<file path="src/rtl/round_referee.sv">
// round_referee: per-round sequencer between the two players and the fighter FSMs.
// Collects one action per player (AWAIT fills in for a player who misses the timeout),
// strobes actionEnable with stable actions, then samples health to decide the game.
module round_referee #(
    parameter int unsigned TIMEOUT_CYCLES = 16,
    parameter int unsigned ENABLE_CYCLES  = 2,
    parameter int unsigned SETTLE_CYCLES  = 2,
    parameter int unsigned MAX_ROUNDS     = 0,
    parameter int unsigned ROUND_W        = 8
) (
    input  logic               clk,
    input  logic               reset,
    input  logic               p1_valid,
    input  logic [2:0]         p1_action,
    input  logic               p2_valid,
    input  logic [2:0]         p2_action,
    input  logic [1:0]         health1,
    input  logic [1:0]         health2,
    output logic               p1_ack,
    output logic               p2_ack,
    output logic [2:0]         action1,
    output logic [2:0]         action2,
    output logic               actionEnable,
    output logic               isGameOver,
    output logic [1:0]         winner,
    output logic [ROUND_W-1:0] round_count
);

    localparam int unsigned TW   = $clog2(TIMEOUT_CYCLES);
    localparam int unsigned PMAX = (ENABLE_CYCLES > SETTLE_CYCLES) ? ENABLE_CYCLES : SETTLE_CYCLES;
    localparam int unsigned PW   = $clog2(PMAX + 1);

    localparam logic [TW-1:0] TIMER_LAST  = TW'(TIMEOUT_CYCLES - 1);
    localparam logic [PW-1:0] ENABLE_LAST = PW'(ENABLE_CYCLES - 1);
    localparam logic [PW-1:0] SETTLE_LAST = PW'(SETTLE_CYCLES - 1);
    localparam logic [2:0]    ACT_AWAIT   = 3'b010;

    typedef enum logic [2:0] {
        S_COLLECT,
        S_FIRE,
        S_SETTLE,
        S_CHECK,
        S_OVER
    } state_t;

    state_t               r_state,      w_state;
    logic [TW-1:0]        r_timer,      w_timer;
    logic [PW-1:0]        r_phase,      w_phase;
    logic                 r_p1Latched,  w_p1Latched;
    logic                 r_p2Latched,  w_p2Latched;
    logic [2:0]           r_p1Act,      w_p1Act;
    logic [2:0]           r_p2Act,      w_p2Act;
    logic                 r_p1Ack,      w_p1Ack;
    logic                 r_p2Ack,      w_p2Ack;
    logic [2:0]           r_action1,    w_action1;
    logic [2:0]           r_action2,    w_action2;
    logic                 r_enable,     w_enable;
    logic                 r_gameOver,   w_gameOver;
    logic [1:0]           r_winner,     w_winner;
    logic [ROUND_W-1:0]   r_roundCount, w_roundCount;
    logic                 w_timeout;
    logic                 w_decided;
    logic [1:0]           w_verdict;
    logic                 w_limitHit;

    assign p1_ack       = r_p1Ack;
    assign p2_ack       = r_p2Ack;
    assign action1      = r_action1;
    assign action2      = r_action2;
    assign actionEnable = r_enable;
    assign isGameOver   = r_gameOver;
    assign winner       = r_winner;
    assign round_count  = r_roundCount;

    // Next-state and next-output logic; every output is registered from these values.
    always_comb begin
        w_state      = r_state;
        w_timer      = r_timer;
        w_phase      = r_phase;
        w_p1Latched  = r_p1Latched;
        w_p2Latched  = r_p2Latched;
        w_p1Act      = r_p1Act;
        w_p2Act      = r_p2Act;
        w_p1Ack      = 1'b0;
        w_p2Ack      = 1'b0;
        w_action1    = r_action1;
        w_action2    = r_action2;
        w_enable     = r_enable;
        w_gameOver   = r_gameOver;
        w_winner     = r_winner;
        w_roundCount = r_roundCount;
        w_timeout    = (r_timer == TIMER_LAST);
        w_decided    = 1'b0;
        w_verdict    = 2'b00;
        w_limitHit   = (MAX_ROUNDS != 0) && (32'(r_roundCount) >= 32'(MAX_ROUNDS));

        case (r_state)
            S_COLLECT: begin
                if (p1_valid && !r_p1Latched) begin
                    w_p1Latched = 1'b1;
                    w_p1Act     = p1_action;
                    w_p1Ack     = 1'b1;
                end
                if (p2_valid && !r_p2Latched) begin
                    w_p2Latched = 1'b1;
                    w_p2Act     = p2_action;
                    w_p2Ack     = 1'b1;
                end
                // A valid arriving on the timeout cycle is already folded into w_pxLatched,
                // so it takes priority over the AWAIT fill below.
                if ((r_p1Latched && r_p2Latched) || (w_timeout && (w_p1Latched || w_p2Latched))) begin
                    w_state      = S_FIRE;
                    w_timer      = '0;
                    w_phase      = '0;
                    w_enable     = 1'b1;
                    w_action1    = w_p1Latched ? w_p1Act : ACT_AWAIT;
                    w_action2    = w_p2Latched ? w_p2Act : ACT_AWAIT;
                    w_roundCount = (&r_roundCount) ? r_roundCount : r_roundCount + 1'b1;
                end else if (w_timeout) begin
                    w_timer = '0;
                end else begin
                    w_timer = r_timer + 1'b1;
                end
            end
            S_FIRE: begin
                if (r_phase == ENABLE_LAST) begin
                    w_state  = S_SETTLE;
                    w_phase  = '0;
                    w_enable = 1'b0;
                end else begin
                    w_phase = r_phase + 1'b1;
                end
            end
            S_SETTLE: begin
                if (r_phase == SETTLE_LAST) begin
                    w_state = S_CHECK;
                    w_phase = '0;
                end else begin
                    w_phase = r_phase + 1'b1;
                end
            end
            S_CHECK: begin
                if (health1 == 2'd0 && health2 == 2'd0) begin
                    w_decided = 1'b1;
                    w_verdict = 2'b11;
                end else if (health2 == 2'd0) begin
                    w_decided = 1'b1;
                    w_verdict = 2'b01;
                end else if (health1 == 2'd0) begin
                    w_decided = 1'b1;
                    w_verdict = 2'b10;
                end else if (w_limitHit) begin
                    w_decided = 1'b1;
                    if (health1 > health2) begin
                        w_verdict = 2'b01;
                    end else if (health2 > health1) begin
                        w_verdict = 2'b10;
                    end else begin
                        w_verdict = 2'b11;
                    end
                end
                if (w_decided) begin
                    w_state    = S_OVER;
                    w_gameOver = 1'b1;
                    w_winner   = w_verdict;
                end else begin
                    w_state     = S_COLLECT;
                    w_timer     = '0;
                    w_p1Latched = 1'b0;
                    w_p2Latched = 1'b0;
                    w_p1Act     = ACT_AWAIT;
                    w_p2Act     = ACT_AWAIT;
                end
            end
            S_OVER: begin
                w_enable = 1'b0;
            end
            default: begin
                w_state = S_COLLECT;
            end
        endcase
    end

    // State and output registers; reset returns to an idle COLLECT with AWAIT actions.
    always_ff @(posedge clk or posedge reset) begin
        if (reset) begin
            r_state      <= S_COLLECT;
            r_timer      <= '0;
            r_phase      <= '0;
            r_p1Latched  <= 1'b0;
            r_p2Latched  <= 1'b0;
            r_p1Act      <= ACT_AWAIT;
            r_p2Act      <= ACT_AWAIT;
            r_p1Ack      <= 1'b0;
            r_p2Ack      <= 1'b0;
            r_action1    <= ACT_AWAIT;
            r_action2    <= ACT_AWAIT;
            r_enable     <= 1'b0;
            r_gameOver   <= 1'b0;
            r_winner     <= 2'b00;
            r_roundCount <= '0;
        end else begin
            r_state      <= w_state;
            r_timer      <= w_timer;
            r_phase      <= w_phase;
            r_p1Latched  <= w_p1Latched;
            r_p2Latched  <= w_p2Latched;
            r_p1Act      <= w_p1Act;
            r_p2Act      <= w_p2Act;
            r_p1Ack      <= w_p1Ack;
            r_p2Ack      <= w_p2Ack;
            r_action1    <= w_action1;
            r_action2    <= w_action2;
            r_enable     <= w_enable;
            r_gameOver   <= w_gameOver;
            r_winner     <= w_winner;
            r_roundCount <= w_roundCount;
        end
    end

endmodule

</file>
<file path="config.mk">
export PLATFORM = sky130hd
export DESIGN_NAME = round_referee
export DESIGN_NICKNAME = d
export VERILOG_FILES = /design/src/rtl/round_referee.sv
export SDC_FILE = /design/constraint.sdc
export NUM_CORES = 1
export LEC_CHECK = 0
export ABC_AREA = 1
export CORE_AREA = 2 2 73 75
export DETAILED_ROUTE_END_ITERATION = 8
export DIE_AREA = 0 0 75 77
export GPL_TIMING_DRIVEN = 0
export PLACE_DENSITY = 0.62
export REMOVE_ABC_BUFFERS = 1
export SYNTH_ARGS = -nofsm -noshare
export SYNTH_HDL_FRONTEND = slang
export SYNTH_SLANG_ARGS = --single-unit
</file>
<file path="constraint.sdc">
create_clock -name clk -period 1.6 [get_ports clk]
set_input_delay 0.24 -clock clk [delete_from_list [all_inputs] [get_ports clk]]
set_output_delay 0.24 -clock clk [all_outputs]
set_load 0.05 [all_outputs]
</file>
==> impl_metrics.tcl <==
set metrics [dict create \
    p_leak_nw 1.26 \
    synthMuxAreaShare_pct 0 \
    portBuffers 33 \
    nNetsFinal 295 \
    p_per_area_nw_per_um2 2020 \
    diodes 0 \
    cpPeakStageDelay_ns 0.53 \
    synth_area_leader_cell "dfrtp_1" \
    gp_congestion 0.797 \
    clock_latency_ns 0.29 \
    synth_area_per_cell_um2 8.15 \
    synth_edf_count 0 \
    grt_usage_pct 15.3 \
    path_max_fanout 2 \
    antenna_found_initial 0 \
    grt_pass1_vias 1547 \
    coreArea_um2 4980 \
    htree_levels 2 \
    synth-seq-cells 37 \
    syn2layout_area_growth_pct 29.8 \
    drt-initial-drc-count 91 \
    dp_hpwl_um 2760 \
    post_dp_cell_area_um2 2300 \
    cts_buffers 5 \
    cp_slowest_cell "dfstp_2" \
    ant_nets 0 \
    whs_ns 0.409 \
    cts_tree "done" \
    async_reset_ff_share_pct 100 \
    max_cap_violations 0 \
    final_cell_mix "nand2_1 (66), dfrtp_1 (33), inv_1 (31), nor2_1 (20), dlygate4sd2_1 (18)" \
    worstMarginPinSlew_ns 0.780 \
    synth.distinct_cells 27 \
    viasPerCell 4.75 \
    dr.pass1.iters 4 \
    die_x_um 75 \
    yosys.area_share.simple_pct 30.2 \
    vias 1663 \
    grt_pass1_wl_um 6840 \
    clk_pin_slew_ns 0.07 \
    routed_wl_um 3960 \
    routedWlPerCell_um 11.3 \
    worstPathArrival_ns 1.31 \
    final_common_cell "nand2_1" \
    status "finished, final reports clean" \
    die_height_um 77 \
    hold_violations 0 \
    drc_errors 0 \
    critPathTopFamily "flip-flops" \
    hold_class "input port to async pin" \
    yosysSeqAreaShare_pct 48.6 \
    synthesis.area_um2 1910 \
    finalClockSkew_ns 0.00507 \
    max_freq_mhz 645 \
    synthAdderAreaFrac_pct 1.31 \
    synth.area.top_cells "dfrtp_1 (43%), nand2_1 (13%), inv_1 (6.5%)" \
    crit_path_cell_trace "clkdlybuf4s15_1" \
    worstSetupStartpointType "flop" \
    drive_above_1_share_pct 16.4 \
    p_total_mw 5.01 \
    design_area_um2 2480 \
    path_class "flop to output pin" \
    synth_top_area_share_pct 43.1 \
    clkSinkCount 37 \
    num_io_pins 34 \
    worst_ep_required_time_ns 1.36 \
    place_ws_ns -0.234 \
    finalCritPeriodShare_pct 96.8 \
    dieArea_um2 5780 \
    ir_drop_mv 1.11 \
    ctsLongestPathBuffers 2 \
    syn_inst 235 \
    r2r_slack_ns 0.10 \
    ys_warn_count 0 \
    grt_max_degree 38 \
    period_needed_ns 1.55 \
    end_kind "output pin" \
    start_util_pct 38.5 \
    final_util_pct 49.9 \
    ys.flop_type "dfrtp_1" \
    cts_hold_buf 0 \
    grt-ovfl-total 0 \
    slew_viol_final 0 \
    synth-compound-area-share_pct 9.15 \
    placementRows 26 \
    worst-path-buf-inv 1 \
    worst_slack_ns 0.0506 \
    synth_top_family_by_area "simple AND/OR/NAND/NOR gates" \
    synth-xor-area-share_pct 1.83 \
    clockRootBuffer "clkbuf_8" \
    slew_headroom_pct 47.9 \
    setup_viol 0 \
]
## logic make-up after synthesis
logic type,count (synthesis)
compound gates,29
xor+xnor,4
fa+ha+maj,2
buf+inv,38
flops,37
simple gates,125
## cell usage after synthesis, types with 3 or more instances
library cell / instances
a21oi_1: 3
nand2_1: 67
xor2_1: 3
nand4_1: 5
o21ai_0: 12
o22ai_1: 4
o21ai_1: 3
inv_1: 33
nor2_1: 21
dfrtp_1: 33
dfstp_2: 4
nand3_1: 16
nand2_2: 5
o21ai_2: 6
buf_6: 3
## where the power goes
part	switching [mW]	total (mW)	internal, mW
clock network	0.335	0.724	0.389
logic	1.81	2.67	0.860
registers	0.282	1.62	1.34
## worst register-to-register path, cell delays in order (launching register included)
cell	delay, ns
dfrtp_1	0.39
ha_2	0.21
nand2_1	0.05
nor2_1	0.15
nand2_2	0.11
nand2_4	0.13
nand2_8	0.09
buf_4	0.16
nand3_1	0.06
nand2_1	0.05
## cell type report
type,count,area (um2)
Inverter,35,140
Sequential cell,37,931
Fill cell,499,2490
Tap cell,70,87.6
Multi-Input combinational cell,161,872
Clock inverter,1,5.00
Timing Repair Buffer,39,353
Clock buffer,7,96.3
## metrics by stage
stage                     cells  TNS, ns
after CTS                   343        0
after global routing        350  -0.0325
after global placement      335   -15.09
final                       350        0
after floorplan             232   -0.882
after detailed placement    335    -2.88
## sequential cells by signal, indices dropped and copies added, names as in the netlist, 2 cells and up
name	flops
action1	3
action2	3
r_p1Act	3
r_p2Act	3
r_phase	2
r_state	3
r_timer	4
round_count	8
winner	2
## metal layers
metal | routed length [um] | global-route usage, %
met1 | 1800 | 19.7
met2 | 1860 | 23.7
met3 | 200 | 4.47
met4 | 97 | 6.43
met5 | 0 | 0
## repair_timing
| item | 4_1_cts | 5_1_grt |
|---|---|---|
| setup endpoints to repair | 31 | 13 |
| resized for setup | 22 | 10 |
| setup buffers | 0 | 6 |
| gates cloned | 0 | 1 |
| pin swaps | 0 | 3 |
## final timing paths
kind / startpoint / end / cells after the start
max in group asynchronous: reset / r_p1Latched / 2
hold / removal: reset / round_count[2] / 2
hold reg to reg: actionEnable / actionEnable / 2
setup reg to reg: r_timer[0] / r_phase[1] / 9
min in group clk: actionEnable / actionEnable / 2
setup / recovery: action1[1] / action1[1] / 1
No activity file was read; power rests on OpenSTA's default activity.
